**config.mk**
```make
export PLATFORM = sky130hd
export DESIGN_NAME = instruction_fetch
export DESIGN_NICKNAME = d
export VERILOG_FILES = /design/src/rtl/fetch_pkg.sv /design/src/rtl/instruction_fetch.sv
export SDC_FILE = /design/constraint.sdc
export NUM_CORES = 1
export LEC_CHECK = 0
export BUFFER_PORTS_ARGS = -buffer_cell sky130_fd_sc_hd__buf_2
export CAP_MARGIN = 15
export CORE_ASPECT_RATIO = 0.8
export CORE_MARGIN = 8
export CORE_UTILIZATION = 25
export CTS_CLUSTER_DIAMETER = 30
export DETAILED_ROUTE_END_ITERATION = 12
export PLACE_DENSITY = 0.6
export SYNTH_ARGS = -nofsm -noshare
export SYNTH_HDL_FRONTEND = slang
export SYNTH_SLANG_ARGS = --single-unit
```
**constraint.sdc**
```tcl
create_clock -name clk -period 2.9 [get_ports clk]
set_input_delay 0.435 -clock clk [delete_from_list [all_inputs] [get_ports clk]]
set_output_delay 0.435 -clock clk [all_outputs]
set_load 0.005 [all_outputs]
```
**src/rtl/fetch_pkg.sv**
```systemverilog
// Shared types and constants for the instruction fetch stage.
package fetch_pkg;

  // Fetch controller states: idle, presenting a request, awaiting a wanted
  // response, awaiting a response that will be thrown away.
  typedef enum logic [1:0] {
    IDLE = 2'd0,
    REQ  = 2'd1,
    WAIT = 2'd2,
    DROP = 2'd3
  } fetch_state_t;

  // Bytes per instruction word; the PC advances by this much per fetch.
  localparam int INST_BYTES = 4;

endpackage

```
**src/rtl/instruction_fetch.sv**
```systemverilog
// Instruction fetch stage: owns the PC, issues one word-aligned memory request
// at a time, forwards good responses straight into the instruction buffer and
// discards responses made stale by a redirect.
module instruction_fetch
  import fetch_pkg::*;
#(
  parameter int                    ADDR_WIDTH = 32,
  parameter int                    INST_WIDTH = 32,
  parameter logic [ADDR_WIDTH-1:0] RESET_PC   = '0
) (
  input  logic                  clk,
  input  logic                  rst_n,
  input  logic                  fetch_en,
  input  logic                  redirect_valid,
  input  logic [ADDR_WIDTH-1:0] redirect_pc,
  output logic                  imem_req_valid,
  output logic [ADDR_WIDTH-1:0] imem_req_addr,
  input  logic                  imem_req_ready,
  input  logic                  imem_resp_valid,
  input  logic [INST_WIDTH-1:0] imem_resp_data,
  input  logic                  imem_resp_err,
  input  logic                  buf_full,
  output logic                  buf_write_en,
  output logic [INST_WIDTH-1:0] buf_data,
  output logic [ADDR_WIDTH-1:0] fetch_pc,
  output logic                  fetch_fault
);

  fetch_state_t          state, state_next;
  logic [ADDR_WIDTH-1:0] pc, pc_next;
  logic                  fault, fault_next;

  logic [ADDR_WIDTH-1:0] redirect_target;
  logic [ADDR_WIDTH-1:0] pc_inc;
  logic                  handshake;
  logic                  unused_redirect_low;

  // Redirect targets are forced to word alignment; the low bits are dropped.
  assign redirect_target     = {redirect_pc[ADDR_WIDTH-1:2], 2'b00};
  assign unused_redirect_low = ^redirect_pc[1:0];
  assign pc_inc              = pc + ADDR_WIDTH'(INST_BYTES);

  // A request is only offered when the buffer has room. Since only one
  // request can be outstanding and only its own response is ever written,
  // buf_full cannot rise while a request is being presented, so valid/addr
  // stay stable until the handshake or a redirect.
  assign imem_req_valid = (state == REQ) && !buf_full;
  assign imem_req_addr  = pc;
  assign handshake      = imem_req_valid && imem_req_ready;

  // Good responses go to the buffer in the same cycle they arrive.
  assign buf_write_en = (state == WAIT) && imem_resp_valid && !imem_resp_err && !redirect_valid;
  assign buf_data     = imem_resp_data;

  assign fetch_pc    = pc;
  assign fetch_fault = fault;

  // Next-state, PC and fault logic; a redirect overrides the PC and clears
  // the fault in every state.
  always_comb begin
    state_next = state;
    pc_next    = pc;
    fault_next = fault;
    case (state)
      IDLE: begin
        if (redirect_valid || (fetch_en && !fault)) state_next = REQ;
      end
      REQ: begin
        // A redirect during the handshake makes the accepted request stale.
        if (handshake) state_next = redirect_valid ? DROP : WAIT;
      end
      WAIT: begin
        if (redirect_valid) begin
          state_next = imem_resp_valid ? REQ : DROP;
        end else if (imem_resp_valid) begin
          if (imem_resp_err) begin
            // Hold the faulting address in the PC for trap capture.
            fault_next = 1'b1;
            state_next = IDLE;
          end else begin
            pc_next    = pc_inc;
            state_next = fetch_en ? REQ : IDLE;
          end
        end
      end
      DROP: begin
        if (imem_resp_valid) state_next = REQ;
      end
      default: state_next = IDLE;
    endcase
    if (redirect_valid) begin
      pc_next    = redirect_target;
      fault_next = 1'b0;
    end
  end

  // State, PC and fault registers.
  always_ff @(posedge clk or negedge rst_n) begin
    if (!rst_n) begin
      state <= IDLE;
      pc    <= RESET_PC;
      fault <= 1'b0;
    end else begin
      state <= state_next;
      pc    <= pc_next;
      fault <= fault_next;
    end
  end

endmodule

```
==> results of run 1 <==
## cells in the mapped netlist, drive strengths merged (4+ instances only)
cell type,n,share of area
nand2,30,0.044
or4,20,0.060
o21ai,14,0.027
ha,5,0.024
inv,8,0.012
nand3,15,0.029
o31ai,10,0.029
dfrtp,33,0.32
a31oi,15,0.037
nor2,20,0.029
buf,70,0.21
clkbuf,10,0.015
or3,4,0.0097
xnor2,7,0.024
nand4,5,0.012
o211ai,9,0.026
## logic make-up after synthesis
logic type               count (synthesis)  synth area share
adder cells (fa/ha/maj)                  5            0.0244
flip-flops                              33             0.321
XOR/XNOR                                10            0.0341
buffers and inverters                   89             0.233
other                                    1           0.00146
multiplexers                             4            0.0166
AND/OR/NAND/NOR                        111             0.238
AO/OA/AOI/OAI                           52             0.131
## metrics by stage
step | cell area [um^2] | utilization | worst slack [ns] | power, uW | hold slack (ns)
6_report | 2880 | 0.285 | 0.290 | 1610 | 0.246
5_1_grt | 2880 | 0.285 | 0.113 | 1710 | 0.323
4_1_cts | 2880 | 0.284 | 0.119 | 1630 | 0.288
3_5_place_dp | 2710 | 0.267 | 0.131 | 994 | 0.519
3_3_place_gp | 2710 | 0.267 | 0.245 | 973 | 0.515
2_1_floorplan | 2580 | - | 0.571 | 889 | 0.139
## report_power, final
part	switching, uW	internal (uW)
Combinational	200	180
Clock	204	430
Sequential	81.2	516
## state kept, by name, summed over array words and instances (netlist names)
signal / count
fetch_pc: 30
state: 2
fetch_fault: 1
## area by class of cell
type,count,area (um^2),share of cell area
clock buffer,7,143,0.0495
sequential,33,826,0.287
multi-input combinational,186,1160,0.402
inverter,9,33.8,0.0117
clock inverter,1,30.0,0.0104
timing repair buffer,102,515,0.179
tap,140,175,0.0608
## worst max-delay path by stage
stage             start            to  slack [ns]  cells past startpoint
5_1_grt        state[0]  fetch_pc[29]        0.11                      6
3_3_place_gp   state[0]  fetch_pc[30]        0.25                      6
4_1_cts        state[0]  fetch_pc[30]        0.12                      6
6_report       state[0]  fetch_pc[27]        0.29                      6
3_5_place_dp   state[0]  fetch_pc[30]        0.13                      6
2_1_floorplan  state[0]  fetch_pc[27]        0.57                      8
## layer usage
metal  vias to the layer above  global-route usage  wire (um)
li1                       1090                   -          -
met5                         -                   0         18
met3                        22              0.0387        664
met2                        84               0.176       3530
met4                         4              0.0268        111
met1                      1055               0.133       3360
## what timing repair did
| action | CTS | global route |
|---|---|---|
| endpoints found under the hold margin | 0 | 0 |
| setup endpoints to repair | 0 | 2 |
| resized for setup | 0 | 1 |
==> flow_summary.toml, run 1 <==
[clock_tree]
cts.htree.levels = 2
cts_buffer_depth = 2
clk_latency_ns = 0.28
cts_root_buf = "clkbuf_16"
cts_sinks = 33
path_clk_slew_ns = 0.06
cts_made_buffers = 5
cts_tree = "yes"
cts_hold_buf = 0
post-cts-setup-buffer-count = 0

[setup_path]
r2r-start = "state[0]"
endpoint_kind = "register"
worst_r2r_path_depth = 6
critPathBufInv = 1
crit_fanout = 23
reg2reg_to = "fetch_pc[27]"
slowest_delay_ns = 0.70
critPathSlowestCell = "or4_4"
r2r_setup_slack_ns = 0.29
crit_required_ns = 3.09
path_cells = "inv_1 -> ha_1 -> nand4b_4 -> or4_4 -> or4_1 -> a31oi_1"
crit_type = "reg2reg"
crit_arrival_ns = 2.80
critPathTopFamily = "simple AND/OR/NAND/NOR gates"
worst_setup_path_start_kind = "register"

[hold_path]
min_path_type = "in2async"

[global_route]
grt_pass1_wl_um = 12000
antenna_found_initial = 2
first_global_vias = 2272
grt_max_degree = 34
grt_usage = 0.108
gr-total-overflow = 0

[floorplanning]
core_area_um2 = 10100
fp.dieH_um = 107
io_pins = 171
die_w_um = 129
start_util = 0.254
dieArea_um2 = 13800
num_rows = 33

[route]
firstDrtPassIters = 4
avgViaCountPerCell = 4.72
drc = 0
wire_per_inst_um = 16.1
num_vias = 2255
antenna_left = 0
postRouteWirelength_um = 7680
initialDrtViolationCount = 122

[synth]
syn-cell-area_um2 = 2570
syn_area_per_cell_um2 = 8.42
async_flop_share = 1.00
ys_warn_count = 0
synthCells = 305
synth-seq-cells = 33
synthDistinctLibCells = 36
synth_edf_count = 0
ys_seq_area_frac = 0.321
synth_ff_type = "dfrtp_1"

[timing]
relSlewSlack = 0.462
period_share = 0.900
worstMarginPinSlew_ns = 0.806
final_hold_viol_count = 0
fin_tns_setup_ns = 0
fmax_mhz = 383
finalWorstPathRequiredPeriod_ns = 2.61
worst_clock_skew_ns = 0.00718
setup_viol = 0
finalMaxSlewViolations = 0
rsz0062_at_grt = "false"

[finish]
final_common_cell = "buf_2"
fillers = 1111
n_antenna_cell = 0
final_layout_size_suffix_gt1_frac = 0.337
most-common-layout-cells = "buf_2, dfrtp_1, nand2_1, nor2_1, or4_1"
syn2layout_area_growth_pct = 12.2
nNetsFinal = 414
stdcell_count = 478

[placement]
hpwl_um = 5910
dp.cells = 470
portBuffers = 100
gp_congestion = 0.757

[outcome]
status = "finished, final reports clean"

[job]
max_cap_viol_count = 0

[pwr]
powerDensity_nw_per_um2 = 559
peakVddDrop_mv = 0.289
leakage_uw = 0.00127
(Power assumes the default switching activity.)
==> run 2: changes to the inputs <==
--- a/config.mk
+++ b/config.mk
@@ -7,12 +7,14 @@
 export LEC_CHECK = 0
 export BUFFER_PORTS_ARGS = -buffer_cell sky130_fd_sc_hd__buf_2
 export CAP_MARGIN = 15
+export CELL_PAD_IN_SITES_DETAIL_PLACEMENT = 1
+export CELL_PAD_IN_SITES_GLOBAL_PLACEMENT = 1
 export CORE_ASPECT_RATIO = 0.8
 export CORE_MARGIN = 8
 export CORE_UTILIZATION = 25
 export CTS_CLUSTER_DIAMETER = 30
 export DETAILED_ROUTE_END_ITERATION = 12
-export PLACE_DENSITY = 0.6
+export PLACE_DENSITY = 0.79
 export SYNTH_ARGS = -nofsm -noshare
 export SYNTH_HDL_FRONTEND = slang
 export SYNTH_SLANG_ARGS = --single-unit
==> flow_summary.toml, run 2 (synthesis results as in run 1) <==
[placement]
gp_congestion = 0.730
hpwl_um = 6380
portBuffers = 100
dp.cells = 471

[finish]
most-common-layout-cells = "buf_2, dfrtp_1, nand2_1, nor2_1, or4_1"
final_layout_size_suffix_gt1_frac = 0.339
fillers = 1237
nNetsFinal = 415
n_antenna_cell = 0
syn2layout_area_growth_pct = 11.7
largest_reg_flops = 30
stdcell_count = 479
register_area_um2 = 826
final_common_cell = "buf_2"
multiInputGateArea_um2 = 1150

[route]
initialDrtViolationCount = 80
antenna_left = 0
firstDrtPassIters = 4
wire_per_inst_um = 17.3
postRouteWirelength_um = 8300
avgViaCountPerCell = 4.79
num_vias = 2294
drc = 0

[timing]
rsz0062_at_grt = "false"
period_share = 0.897
worstMarginPinSlew_ns = 0.813
finalMaxSlewViolations = 0
finalWorstPathRequiredPeriod_ns = 2.60
fin_tns_setup_ns = 0
fmax_mhz = 384
setup_viol = 0
worst_clock_skew_ns = 0.00549
final_hold_viol_count = 0
relSlewSlack = 0.458

[global_route]
grt_usage = 0.123
grt-busiest-layer = "met2"
grtUsageMet1 = 0.146
gr-total-overflow = 0
grt_pass1_wl_um = 13700
antenna_found_initial = 2
first_global_vias = 2578
grt_max_degree = 34
use_met3 = 0.0526
grtUsageMet2 = 0.203

[pwr]
clkPwrFrac = 0.363
peakVddDrop_mv = 0.190
power_frac_comb = 0.255
leakage_uw = 0.00127
powerDensity_nw_per_um2 = 546
p_sw_uw = 505
p_int_uw = 1060
seqPwrFrac = 0.381
total_power_uw = 1570
swShare = 0.322

[clock_tree]
cts.htree.levels = 2
path_clk_slew_ns = 0.06
cts_hold_buf = 0
cts-resized-gates = 0
cts_root_buf = "clkbuf_16"
cts_tree = "yes"
cts_sinks = 33
cts_made_buffers = 5
post-cts-setup-buffer-count = 0
clk_latency_ns = 0.28
cts_buffer_depth = 2

[setup_path]
r2r_setup_slack_ns = 0.30
r2r-start = "state[0]"
startpoint = "state[0]"
worst_setup_path_start_kind = "register"
worst_r2r_path_depth = 6
endpoint_kind = "register"
crit_type = "reg2reg"
crit_end = "fetch_pc[30]"
crit_fanout = 16
crit_required_ns = 3.10
reg2reg_to = "fetch_pc[30]"
crit_arrival_ns = 2.80

[floorplanning]
fp.dieH_um = 107
num_rows = 33
dieArea_um2 = 13800
die_w_um = 129
start_util = 0.254
core_area_um2 = 10100
io_pins = 171

[job]
max_cap_viol_count = 0

[hold_path]
min_path_type = "in2async"

[outcome]
status = "finished, final reports clean"
## run 2: cell types whose count changed in the layout (fill, tap and decap cells not counted)
cell       before  now
or4_4           2    1
clkbuf_8        1    2
bufinv_16       1    0
or4_1          18   19
clkbuf_1        1    0
clkinv_2        0    1
buf_4           2    3
## run 2: area by class of cell
| type | count | share of cell area |
|---|---|---|
| clock buffers | 7 | 0.0532 |
| flip-flops and latches | 33 | 0.288 |
| clock inverters | 1 | 0.00174 |
| inverters | 9 | 0.0118 |
| well taps | 140 | 0.0610 |
| repair buffers | 103 | 0.182 |
| multi-input cells | 186 | 0.402 |
## run 2: worst max-delay path, stage by stage, from the launching register on
cell and delay, ns:
dfrtp_1 0.41, inv_1 0.10, ha_1 0.22, nand4b_4 0.19, or4_1 0.82, or4_1 0.60, a31oi_1 0.17
## run 2: worst min-delay path by stage
| stage | to |
|---|---|
| 2_1_floorplan | fetch_fault |
| 3_3_place_gp | fetch_fault |
| 4_1_cts | fetch_pc[17] |
| 6_report | fetch_pc[25] |
| 5_1_grt | fetch_pc[9] |
| 3_5_place_dp | fetch_fault |
## run 2: layer usage
layer / vias up / routed length (um)
met2: 79 / 3920
met3: 12 / 746
met5: - / 25
met1: 1111 / 3560
li1: 1088 / -
met4: 4 / 48
## run 2: power groups by stage
stage / combinational [uW] / sequential, uW / clock [uW]
floorplan: 299 / 590 / 0
global placement: 376 / 601 / 0
detailed placement: 405 / 609 / 0
CTS: 408 / 600 / 588
global route: 451 / 612 / 609
finish: 400 / 598 / 570
## run 2: through the flow
stage                     worst slack, ns  cell area [um^2]  hold WS [ns]   util
after floorplan                     0.571              2580         0.139      -
after global placement              0.394              2710         0.522  0.268
after detailed placement            0.301              2710         0.562  0.268
after CTS                           0.284              2870         0.292  0.284
after global routing                0.132              2870         0.330  0.284
final                               0.299              2870         0.248  0.284
==> run 3: changes to the inputs <==
--- a/config.mk
+++ b/config.mk
@@ -12,6 +12,7 @@
 export CORE_ASPECT_RATIO = 0.8
 export CORE_MARGIN = 8
 export CORE_UTILIZATION = 25
+export CTS_BUF_LIST = sky130_fd_sc_hd__clkbuf_16
 export CTS_CLUSTER_DIAMETER = 30
 export DETAILED_ROUTE_END_ITERATION = 12
 export PLACE_DENSITY = 0.79
==> flow_summary.toml, run 3 (synthesis results as in run 1) <==
[floorplanning]
io_pins = 171
num_rows = 33
die_w_um = 129
fp.dieH_um = 107
dieArea_um2 = 13800
core_area_um2 = 10100
start_util = 0.254

[setup_path]
r2r_setup_slack_ns = 0.30
crit_path_frequent_cell = "or4_1"
worst_setup_path_start_kind = "register"
endpoint_kind = "register"
critPathSlowestCell = "or4_1"
r2r-start = "state[0]"
slowest_delay_ns = 0.82
reg2reg_to = "fetch_pc[30]"
path_cells = "inv_1 -> ha_1 -> nand4b_4 -> or4_1 -> or4_1 -> a31oi_1"
worst_r2r_path_depth = 6
crit_fanout = 16
crit_arrival_ns = 2.80
crit_type = "reg2reg"
crit_required_ns = 3.10

[global_route]
grt-busiest-layer = "met2"
grtUsageMet1 = 0.146
grt_pass1_wl_um = 13700
use_met3 = 0.0526
grt_usage = 0.123
grtUsageMet2 = 0.203
grt_max_degree = 34
first_global_vias = 2578
gr-total-overflow = 0
antenna_found_initial = 2

[pwr]
seqPwrFrac = 0.395
power_frac_comb = 0.265
swShare = 0.332
p_int_uw = 1010
peakVddDrop_mv = 0.190
p_sw_uw = 502
clkPwrFrac = 0.340
powerDensity_nw_per_um2 = 531
leakage_uw = 0.00125

[finish]
final_common_cell = "buf_2"
n_antenna_cell = 0
stdcell_count = 479
most-common-layout-cells = "buf_2, dfrtp_1, nand2_1, nor2_1, or4_1"
syn2layout_area_growth_pct = 11.0
largest_reg_flops = 30
final_util = 0.282
nNetsFinal = 415
fin_area_um2 = 2850
final_layout_size_suffix_gt1_frac = 0.333

[timing]
hold_slack_ns = 0.250
final_hold_viol_count = 0
relSlewSlack = 0.458
period_share = 0.897
finalMaxSlewViolations = 0
fmax_mhz = 384
fin_tns_setup_ns = 0
worst_clock_skew_ns = 0.00622
setup_viol = 0
rsz0062_at_grt = "false"
worstMarginPinSlew_ns = 0.814
finalWorstPathRequiredPeriod_ns = 2.60

[hold_path]
min_path_type = "in2async"

[route]
wire_per_inst_um = 17.3
avgViaCountPerCell = 4.80
antenna_left = 0
initialDrtViolationCount = 80
firstDrtPassIters = 4
num_vias = 2297
drc = 0
postRouteWirelength_um = 8300

[clock_tree]
cts_root_buf = "clkbuf_16"
cts_made_buffers = 5
clk_latency_ns = 0.28
post-cts-setup-buffer-count = 0
cts-resized-gates = 0
path_clk_slew_ns = 0.06
cts.htree.levels = 2
cts_tree = "yes"
cts_hold_buf = 0
cts_buffer_depth = 2
cts_sinks = 33

[placement]
placed_cell_area_um2 = 2710
hpwl_um = 6380
portBuffers = 100
gp_congestion = 0.730
dp.cells = 471

[job]
max_cap_viol_count = 0

[outcome]
status = "finished, final reports clean"
[run 3: cell types whose count changed in the layout (fill, tap and decap cells not counted)]
cell      before  now
clkinv_1       1    3
clkbuf_8       2    0
[run 3: per-stage QoR]
step / total power (uW) / worst slack, ns
finish: 1510 / 0.299
global route: 1620 / 0.132
CTS: 1540 / 0.284
detailed placement: 1010 / 0.301
global placement: 978 / 0.394
floorplan: 889 / 0.571
[run 3: metal layers]
layer / routed length, um / share of wire / vias to the layer above
met3: 773 / 0.093 / 12
met5: 25 / 0.0030 / -
met1: 3520 / 0.42 / 1111
met4: 48 / 0.0058 / 4
met2: 3930 / 0.47 / 81
li1: - / - / 1089
[run 3: layout make-up]
cell class                      count  area [um^2]
Fill cell                        1239         7270
Multi-Input combinational cell    186         1150
Sequential cell                    33          826
Timing Repair Buffer              103          523
Tap cell                          140          175
Clock buffer                        5          125
Inverter                            9         33.8
Clock inverter                      3         12.5
[run 3: worst max-delay path, delay by kind of cell, from the launching register on]
family	cells	cell delay (ns)
adders and majority gates	1	0.22
DFF	1	0.41
and+or+nand+nor	3	1.61
AOI/OAI and AO/OA	1	0.17
buffers and inverters	1	0.10
[run 3: how the worst max path moves through the flow]
stage | start | to | slack [ns]
floorplan | state[0] | fetch_pc[27] | 0.57
global placement | state[0] | fetch_pc[30] | 0.39
detailed placement | state[0] | fetch_pc[30] | 0.30
CTS | state[0] | fetch_pc[30] | 0.28
global route | state[0] | fetch_pc[30] | 0.13
finish | state[0] | fetch_pc[30] | 0.30
[run 3: power by group through the flow]
| stage | combinational [uW] | sequential [uW] | clock, uW |
|---|---|---|---|
| 3_3_place_gp | 376 | 601 | 0 |
| 3_5_place_dp | 405 | 609 | 0 |
| 6_report | 400 | 598 | 514 |
| 4_1_cts | 408 | 600 | 533 |
| 2_1_floorplan | 299 | 590 | 0 |
| 5_1_grt | 451 | 612 | 554 |
